File: src/rtl/imem_loader_pkg.sv
// Shared constants and state encoding for the instruction-memory boot loader.
// IMEM_LOADER_CSUM_EN enables the trailing checksum-byte check.
package imem_loader_pkg;

  localparam int unsigned IMEM_DEPTH     = 64;
  localparam int unsigned IMEM_ADDR_W    = 6;
  localparam int unsigned BYTES_PER_WORD = 4;
  localparam int unsigned BYTE_W         = 8;
  localparam int unsigned WORD_W         = BYTES_PER_WORD * BYTE_W;
  localparam int unsigned BCNT_W         = $clog2(BYTES_PER_WORD);
  localparam int unsigned NUM_W          = IMEM_ADDR_W + 1;

  typedef enum logic [1:0] {
    IDLE  = 2'd0,
    LOAD  = 2'd1,
    DONE  = 2'd2,
    CHECK = 2'd3
  } state_e;

endpackage

File: src/rtl/imem_loader_if.sv
// Byte-stream handshake and instruction-memory write port of the boot loader.
interface imem_loader_if;
  import imem_loader_pkg::*;

  logic                   in_valid;
  logic [BYTE_W-1:0]      in_data;
  logic                   in_ready;
  logic                   imem_we;
  logic [IMEM_ADDR_W-1:0] imem_waddr;
  logic [WORD_W-1:0]      imem_wdata;

  modport master (
    input  in_valid, in_data,
    output in_ready, imem_we, imem_waddr, imem_wdata
  );

  modport slave (
    output in_valid, in_data,
    input  in_ready, imem_we, imem_waddr, imem_wdata
  );

endinterface

File: src/rtl/imem_word_packer.sv
// Packs accepted bytes little-endian into 32-bit words; flags the completing byte.
module imem_word_packer
  import imem_loader_pkg::*;
(
  input  logic              clk,
  input  logic              clear,
  input  logic              en,
  input  logic [BYTE_W-1:0] data,
  output logic              word_valid_c,
  output logic [WORD_W-1:0] word_c
);

  logic [BCNT_W-1:0] byte_cnt_q;
  logic [WORD_W-1:0] lane_q;

  // Merge the incoming byte into its lane so the full word is visible on the 4th byte
  always_comb begin
    word_c = lane_q;
    word_c[{byte_cnt_q, 3'b000} +: BYTE_W] = data;
    word_valid_c = en && (byte_cnt_q == BCNT_W'(BYTES_PER_WORD - 1));
  end

  always_ff @(posedge clk) begin
    if (clear) begin
      byte_cnt_q <= '0;
      lane_q     <= '0;
    end else if (en) begin
      byte_cnt_q <= byte_cnt_q + BCNT_W'(1);
      lane_q     <= word_c;
    end
  end

endmodule

File: src/rtl/imem_loader.sv
// Boot-time loader: streams bytes into the 64-word instruction memory while holding the core.
// IMEM_LOADER_CSUM_EN adds a CHECK state that verifies an XOR checksum byte.
module imem_loader
  import imem_loader_pkg::*;
(
  input  logic             clk,
  input  logic             rst,
  input  logic             start,
  input  logic [NUM_W-1:0] num_words,
  input  logic             abort,
  imem_loader_if.master    bus,
  output logic             cpu_hold,
  output logic             busy,
  output logic             done,
  output logic             err
);

`ifdef IMEM_LOADER_CSUM_EN
  localparam bit CSUM_EN = 1'b1;
`else
  localparam bit CSUM_EN = 1'b0;
`endif

  state_e                 state_q, state_n;
  logic [NUM_W-1:0]       num_q, num_n;
  logic [IMEM_ADDR_W-1:0] addr_q, addr_n;
  logic [IMEM_ADDR_W-1:0] waddr_q, waddr_n;
  logic [WORD_W-1:0]      wdata_q, wdata_n;
  logic [BYTE_W-1:0]      csum_q, csum_n;
  logic                   rdy_q, rdy_n, we_q, we_n;
  logic                   hold_q, hold_n, busy_q, busy_n;
  logic                   done_q, done_n, err_q, err_n;

  logic              start_ok_c, byte_acc_c, pack_en_c, pack_clr_c;
  logic              last_word_c, wr_last_c, word_valid_c;
  logic [WORD_W-1:0] word_c;

  assign start_ok_c  = start && (num_words != '0) && (num_words <= NUM_W'(IMEM_DEPTH));
  assign byte_acc_c  = bus.in_valid && rdy_q && !abort;
  assign pack_en_c   = byte_acc_c && (state_q == LOAD);
  assign pack_clr_c  = rst || abort || ((state_q == IDLE) && start);
  assign last_word_c = (NUM_W'(addr_q) == num_q - NUM_W'(1));
  // The strobe for the final word is on the bus this cycle
  assign wr_last_c   = we_q && (NUM_W'(waddr_q) == num_q - NUM_W'(1));

  imem_word_packer u_packer (
    .clk          (clk),
    .clear        (pack_clr_c),
    .en           (pack_en_c),
    .data         (bus.in_data),
    .word_valid_c (word_valid_c),
    .word_c       (word_c)
  );

  always_ff @(posedge clk) begin
    if (rst) begin
      state_q <= IDLE;
      num_q   <= '0;
      addr_q  <= '0;
      waddr_q <= '0;
      wdata_q <= '0;
      csum_q  <= '0;
      rdy_q   <= 1'b0;
      we_q    <= 1'b0;
      hold_q  <= 1'b0;
      busy_q  <= 1'b0;
      done_q  <= 1'b0;
      err_q   <= 1'b0;
    end else begin
      state_q <= state_n;
      num_q   <= num_n;
      addr_q  <= addr_n;
      waddr_q <= waddr_n;
      wdata_q <= wdata_n;
      csum_q  <= csum_n;
      rdy_q   <= rdy_n;
      we_q    <= we_n;
      hold_q  <= hold_n;
      busy_q  <= busy_n;
      done_q  <= done_n;
      err_q   <= err_n;
    end
  end

  always_comb begin
    state_n = state_q;
    num_n   = num_q;
    addr_n  = addr_q;
    waddr_n = waddr_q;
    wdata_n = wdata_q;
    csum_n  = csum_q;
    rdy_n   = 1'b0;
    we_n    = 1'b0;
    hold_n  = hold_q;
    busy_n  = busy_q;
    done_n  = 1'b0;
    err_n   = err_q;

    case (state_q)
      IDLE: begin
        if (start_ok_c) begin
          state_n = LOAD;
          num_n   = num_words;
          addr_n  = '0;
          csum_n  = '0;
          err_n   = 1'b0;
          busy_n  = 1'b1;
          hold_n  = 1'b1;
          rdy_n   = 1'b1;
        end else if (start) begin
          err_n  = 1'b1;
          hold_n = 1'b0;
        end
      end

      LOAD: begin
        if (abort) begin
          state_n = IDLE;
          err_n   = 1'b1;
          busy_n  = 1'b0;
          hold_n  = 1'b0;
        end else begin
          if (pack_en_c) csum_n = csum_q ^ bus.in_data;
          if (word_valid_c) begin
            we_n    = 1'b1;
            waddr_n = addr_q;
            wdata_n = word_c;
            if (!last_word_c) addr_n = addr_q + IMEM_ADDR_W'(1);
          end
          // Finish only once the final write strobe has been issued
          if (wr_last_c) begin
            if (CSUM_EN) begin
              state_n = CHECK;
              rdy_n   = 1'b1;
            end else begin
              state_n = DONE;
              done_n  = 1'b1;
              busy_n  = 1'b0;
              hold_n  = 1'b0;
            end
          end else begin
            rdy_n = !(word_valid_c && last_word_c);
          end
        end
      end

      CHECK: begin
        if (abort) begin
          state_n = IDLE;
          err_n   = 1'b1;
          busy_n  = 1'b0;
          hold_n  = 1'b0;
        end else if (byte_acc_c) begin
          busy_n = 1'b0;
          if (bus.in_data == csum_q) begin
            state_n = DONE;
            done_n  = 1'b1;
            hold_n  = 1'b0;
          end else begin
            state_n = IDLE;
            err_n   = 1'b1;
          end
        end else begin
          rdy_n = 1'b1;
        end
      end

      DONE: state_n = IDLE;

      default: state_n = IDLE;
    endcase
  end

  assign bus.in_ready   = rdy_q;
  assign bus.imem_we    = we_q;
  assign bus.imem_waddr = waddr_q;
  assign bus.imem_wdata = wdata_q;
  assign cpu_hold       = hold_q;
  assign busy           = busy_q;
  assign done           = done_q;
  assign err            = err_q;

endmodule

File: src/flat_wrapper.sv
// flat-port wrapper written by rule: the top's interface ports become plain ports
module imem_loader_flat import imem_loader_pkg::*;
  (clk, rst, start, num_words, abort, cpu_hold, busy, done, err, bus_in_valid, bus_in_data, bus_in_ready, bus_imem_we, bus_imem_waddr, bus_imem_wdata);
  imem_loader_if bus_i ();
  input  logic clk;
  input  logic rst;
  input  logic start;
  input  logic [NUM_W-1:0] num_words;
  input  logic abort;
  output logic cpu_hold;
  output logic busy;
  output logic done;
  output logic err;
  input wire logic [$bits(bus_i.in_valid)-1:0] bus_in_valid;
  input wire logic [$bits(bus_i.in_data)-1:0] bus_in_data;
  output wire logic [$bits(bus_i.in_ready)-1:0] bus_in_ready;
  output wire logic [$bits(bus_i.imem_we)-1:0] bus_imem_we;
  output wire logic [$bits(bus_i.imem_waddr)-1:0] bus_imem_waddr;
  output wire logic [$bits(bus_i.imem_wdata)-1:0] bus_imem_wdata;
  assign bus_i.in_valid = bus_in_valid;
  assign bus_i.in_data = bus_in_data;
  assign bus_in_ready = bus_i.in_ready;
  assign bus_imem_we = bus_i.imem_we;
  assign bus_imem_waddr = bus_i.imem_waddr;
  assign bus_imem_wdata = bus_i.imem_wdata;
  imem_loader u_core (.clk(clk), .rst(rst), .start(start), .num_words(num_words), .abort(abort), .bus(bus_i), .cpu_hold(cpu_hold), .busy(busy), .done(done), .err(err));
endmodule
File: config.mk
export PLATFORM = sky130hd
export DESIGN_NAME = imem_loader_flat
export DESIGN_NICKNAME = d
export VERILOG_FILES = /design/src/rtl/imem_loader_pkg.sv /design/src/rtl/imem_loader_if.sv /design/src/rtl/imem_word_packer.sv /design/src/rtl/imem_loader.sv /design/src/flat_wrapper.sv
export SDC_FILE = /design/constraint.sdc
export NUM_CORES = 1
export LEC_CHECK = 0
export CORE_ASPECT_RATIO = 1.2
export CORE_MARGIN = 2
export CORE_UTILIZATION = 54
export CTS_CLUSTER_SIZE = 40
export DETAILED_ROUTE_END_ITERATION = 10
export HOLD_SLACK_MARGIN = 0.02
export PLACE_DENSITY = 0.86
export SYNTH_ARGS = -nofsm -noshare
export SYNTH_HDL_FRONTEND = slang
export SYNTH_SLANG_ARGS = --single-unit
File: constraint.sdc
create_clock -name clk -period 2.8 [get_ports clk]
set_input_delay 0.56 -clock clk [delete_from_list [all_inputs] [get_ports clk]]
set_output_delay 0.56 -clock clk [all_outputs]
set_load 0.01 [all_outputs]
==> impl_metrics.json, run 1 <==
{
  "outcome": "completed",
  "startpoint_type": "primary input",
  "cts_sinks": 93,
  "relSlewSlack_pct": 57.4,
  "tritoncts": "done",
  "area_delta_synth_final_pct": 22.1,
  "critPathKind": "in2reg",
  "min_period_ns": 2.69,
  "worst-path-buf-inv": 1,
  "power_leakage_nw": 1.78,
  "rr_startpoint": "u_core.num_q[0]",
  "combinationalPowerShare_pct": 8.7,
  "grt_first_pass_wirelength_um": 17900,
  "routabilityCongestion": 0.889,
  "postSynthAreaPerCell_um2": 8.25,
  "cp.depth": 7,
  "seqCellArea_um2": 1860,
  "dr.pass1.iters": 6,
  "synth_seq_area_share_pct": 42.7,
  "seq_power_share_pct": 54.7,
  "worst_ir_drop_vdd_v": 0.000390,
  "drc_errors": 0,
  "slew_violations": 0,
  "antenna_found_initial": 0,
  "whs_ns": 0.462,
  "finalWirelength_um": 10800,
  "ys_types": 55,
  "tightest_slew_ns": 0.637,
  "core_area_um2": 7750,
  "hold_viol": 0,
  "cp-end-kind": "register",
  "start_util_pct": 56.3,
  "min_period_over_period_pct": 96.0,
  "crit_end": "u_core.addr_q[3]",
  "drt_iter0_drc": 213,
  "grt_max_degree": 59,
  "ff2ff_setup_slack_ns": 0.20,
  "ys_seq_elements": 93,
  "fp-row-count": 35,
  "cts.reportedPaths.clkPinSlew_ns": 0.09,
  "final_cell_area_um2": 5330,
  "p_per_area_nw_per_um2": 463,
  "netlist_top_cells_count": "93 x dfxtp_1, 65 x nor2_1, 62 x a21oi_1",
  "postRouteAntennaNets": 0,
  "cap_violations": 0,
  "multiInputGateArea_um2": 2290,
  "setup_viol": 0,
  "port_buffers": 63,
  "synth-edff-count": 0,
  "netSwitchingFraction_pct": 24.3,
  "setup_slack_ns": 0.113,
  "insertion_delay_ns": 0.36,
  "ios": 64,
  "placed_cell_area_um2": 5120,
  "fin_cells": 680,
  "ys.flop_type": "dfxtp_1",
  "grt_pass1_vias": 3878,
  "place_ws_ns": -0.198,
  "vias": 4031,
  "vias_per_cell": 5.93,
  "synth_area_um2": 4360,
  "crit_slowest_cell": "or4_1",
  "slowest_delay_ns": 0.59,
  "required_ns": 3.08,
  "r2r_cells": 8,
  "die-area_um2": 8810,
  "nets": 610,
  "critical-path-top-delay-family": "simple AND/OR/NAND/NOR gates",
  "dp_hpwl_um": 7590,
  "track_usage_pct": 25.5,
  "synth_top_area_cell": "dfxtp_1",
  "rsz0062_at_grt": "false",
  "max_freq_mhz": 372,
  "fp.dieH_um": 102,
  "synth_top_area_share_pct": 42.7,
  "overflow": 0,
  "crit_path_start": "num_words[0]",
  "ctsLongestPathBuffers": 2,
  "min_delay_path_depth": 2,
  "yosysMostFrequentCell": "dfxtp_1",
  "cts_made_buffers": 9,
  "path_max_fanout": 5,
  "min_path_type": "reg2reg",
  "p_switching_mw": 0.600,
  "ys_top_cells_by_area": "dfxtp_1 43%, a211oi_1 8.4%, a21oi_1 7.1%",
  "cts_hold_buf": 0,
  "dp.cells": 664,
  "cp_cell_sequence": "clkdlybuf4s50_1 -> or4_1 -> o31a_1 -> nor3_4 -> o2111ai_1 -> or3_1 -> a21oi_1",
  "fillers": 617,
  "fin_skew_ns": 0.0103,
  "intPower_mw": 1.87,
  "avgRoutedWirePerCell_um": 15.9,
  "clkPwrFrac_pct": 36.6,
  "clock-root-buffer": "clkbuf_8",
  "ys_warn_count": 0,
  "r2r-end": "u_core.bus.in_ready",
  "drive_gt1_share_pct": 9.18,
  "antenna_cells": 0,
  "synthCells": 529,
  "tns_ns": 0,
  "worstPathArrival_ns": 2.97,
  "synth-async-reset-ratio_pct": 0,
  "htree_levels": 3,
  "die_x_um": 86.0,
  "synth_nets": 556
}
## layout make-up
class	instances	share of cell area, %
clock buffers	11	2.65
clock inverters	5	1.10
inverters	8	0.564
multi-input cells	383	43.1
flip-flops and latches	93	35.0
well taps	92	2.16
repair buffers	88	15.5
## worst min path at each step
stage | endpoint | startpoint
finish | u_core.bus.imem_wdata[28] | u_core.bus.imem_wdata[28]
global route | u_core.bus.imem_wdata[25] | u_core.bus.imem_wdata[25]
floorplan | u_core.num_q[1] | u_core.num_q[1]
CTS | u_core.bus.imem_wdata[28] | u_core.bus.imem_wdata[28]
detailed placement | u_core.bus.imem_wdata[28] | u_core.bus.imem_wdata[28]
global placement | u_core.bus.imem_wdata[28] | u_core.bus.imem_wdata[28]
## worst register-to-register path, stage by stage (launching register included)
cell	delay, ns
dfxtp_1	0.44
inv_1	0.07
ha_1	0.26
nor4bb_1	0.17
a2111oi_0	0.42
nor4b_1	0.51
a41oi_2	0.30
nor2_2	0.24
a2111oi_4	0.07
## through the flow
| stage | util (%) | power [mW] |
|---|---|---|
| 4_1_cts | 68.6 | 2.48 |
| 6_report | 68.7 | 2.47 |
| 5_1_grt | 68.7 | 2.56 |
| 3_3_place_gp | 66.1 | 1.58 |
| 2_1_floorplan | - | 1.51 |
| 3_5_place_dp | 66.1 | 1.59 |
## what timing repair did
action                     CTS  global route
buffers inserted             0             0
resized for setup            0             1
setup endpoints to repair    0             1
## state kept, by name (all words and copies together) (netlist names)
register and count:
u_core.bus.imem_wdata 32, u_core.u_packer.lane_q 24, u_core.csum_q 8, u_core.num_q 7, u_core.addr_q 6, u_core.bus.imem_waddr 6
u_core.state_q 2, u_core.u_packer.byte_cnt_q 2, u_core.bus.imem_we 1, u_core.bus.in_ready 1, u_core.busy 1, u_core.cpu_hold 1
u_core.done 1, u_core.err 1
## layout by cell type (no fill, tap or decap), drive strengths merged, types with 8 or more instances in the layout
master,n
dfxtp,93
nor2,66
a21oi,62
clkdlybuf4s50,62
nand2,56
a211oi,50
nor2b,28
buf,26
o21ai,14
xor2,12
clkbuf,11
xnor2,9
inv,9
nand3b,8
## routing by layer
metal | global-route usage, % | vias to the layer above | share of wire (%)
met4 | 14.4 | 0 | 2.8
met5 | 0 | - | 0
met2 | 43.4 | 119 | 51
met3 | 3.47 | 24 | 4.2
met1 | 31.1 | 1928 | 42
li1 | - | 1960 | -
## power by group through the flow
stage	clock [mW]	sequential, mW	combinational [mW]
after floorplan	0	1.37	0.137
after global placement	0	1.38	0.203
after detailed placement	0	1.38	0.210
after CTS	0.923	1.35	0.211
after global routing	0.976	1.35	0.229
final	0.903	1.35	0.214
## logic make-up after synthesis
| logic type | Yosys count | share of synthesized area, % |
|---|---|---|
| buffers and inverters | 53 | 4.93 |
| XOR/XNOR | 22 | 4.73 |
| AO/OA/AOI/OAI | 147 | 22.0 |
| multiplexers | 2 | 0.459 |
| adder cells (fa/ha/maj) | 7 | 2.01 |
| flip-flops | 93 | 42.7 |
| AND/OR/NAND/NOR | 205 | 23.2 |
Note: power is estimated with default switching activity, not from simulation.
==> run 2: changes to the inputs <==
Settings changed: HOLD_SLACK_MARGIN 0.02 to 0.1, TNS_END_PERCENT set to 20.
==> results of run 2 <==
Same layout as run 1: the final DEF is identical, and so are final timing and power.
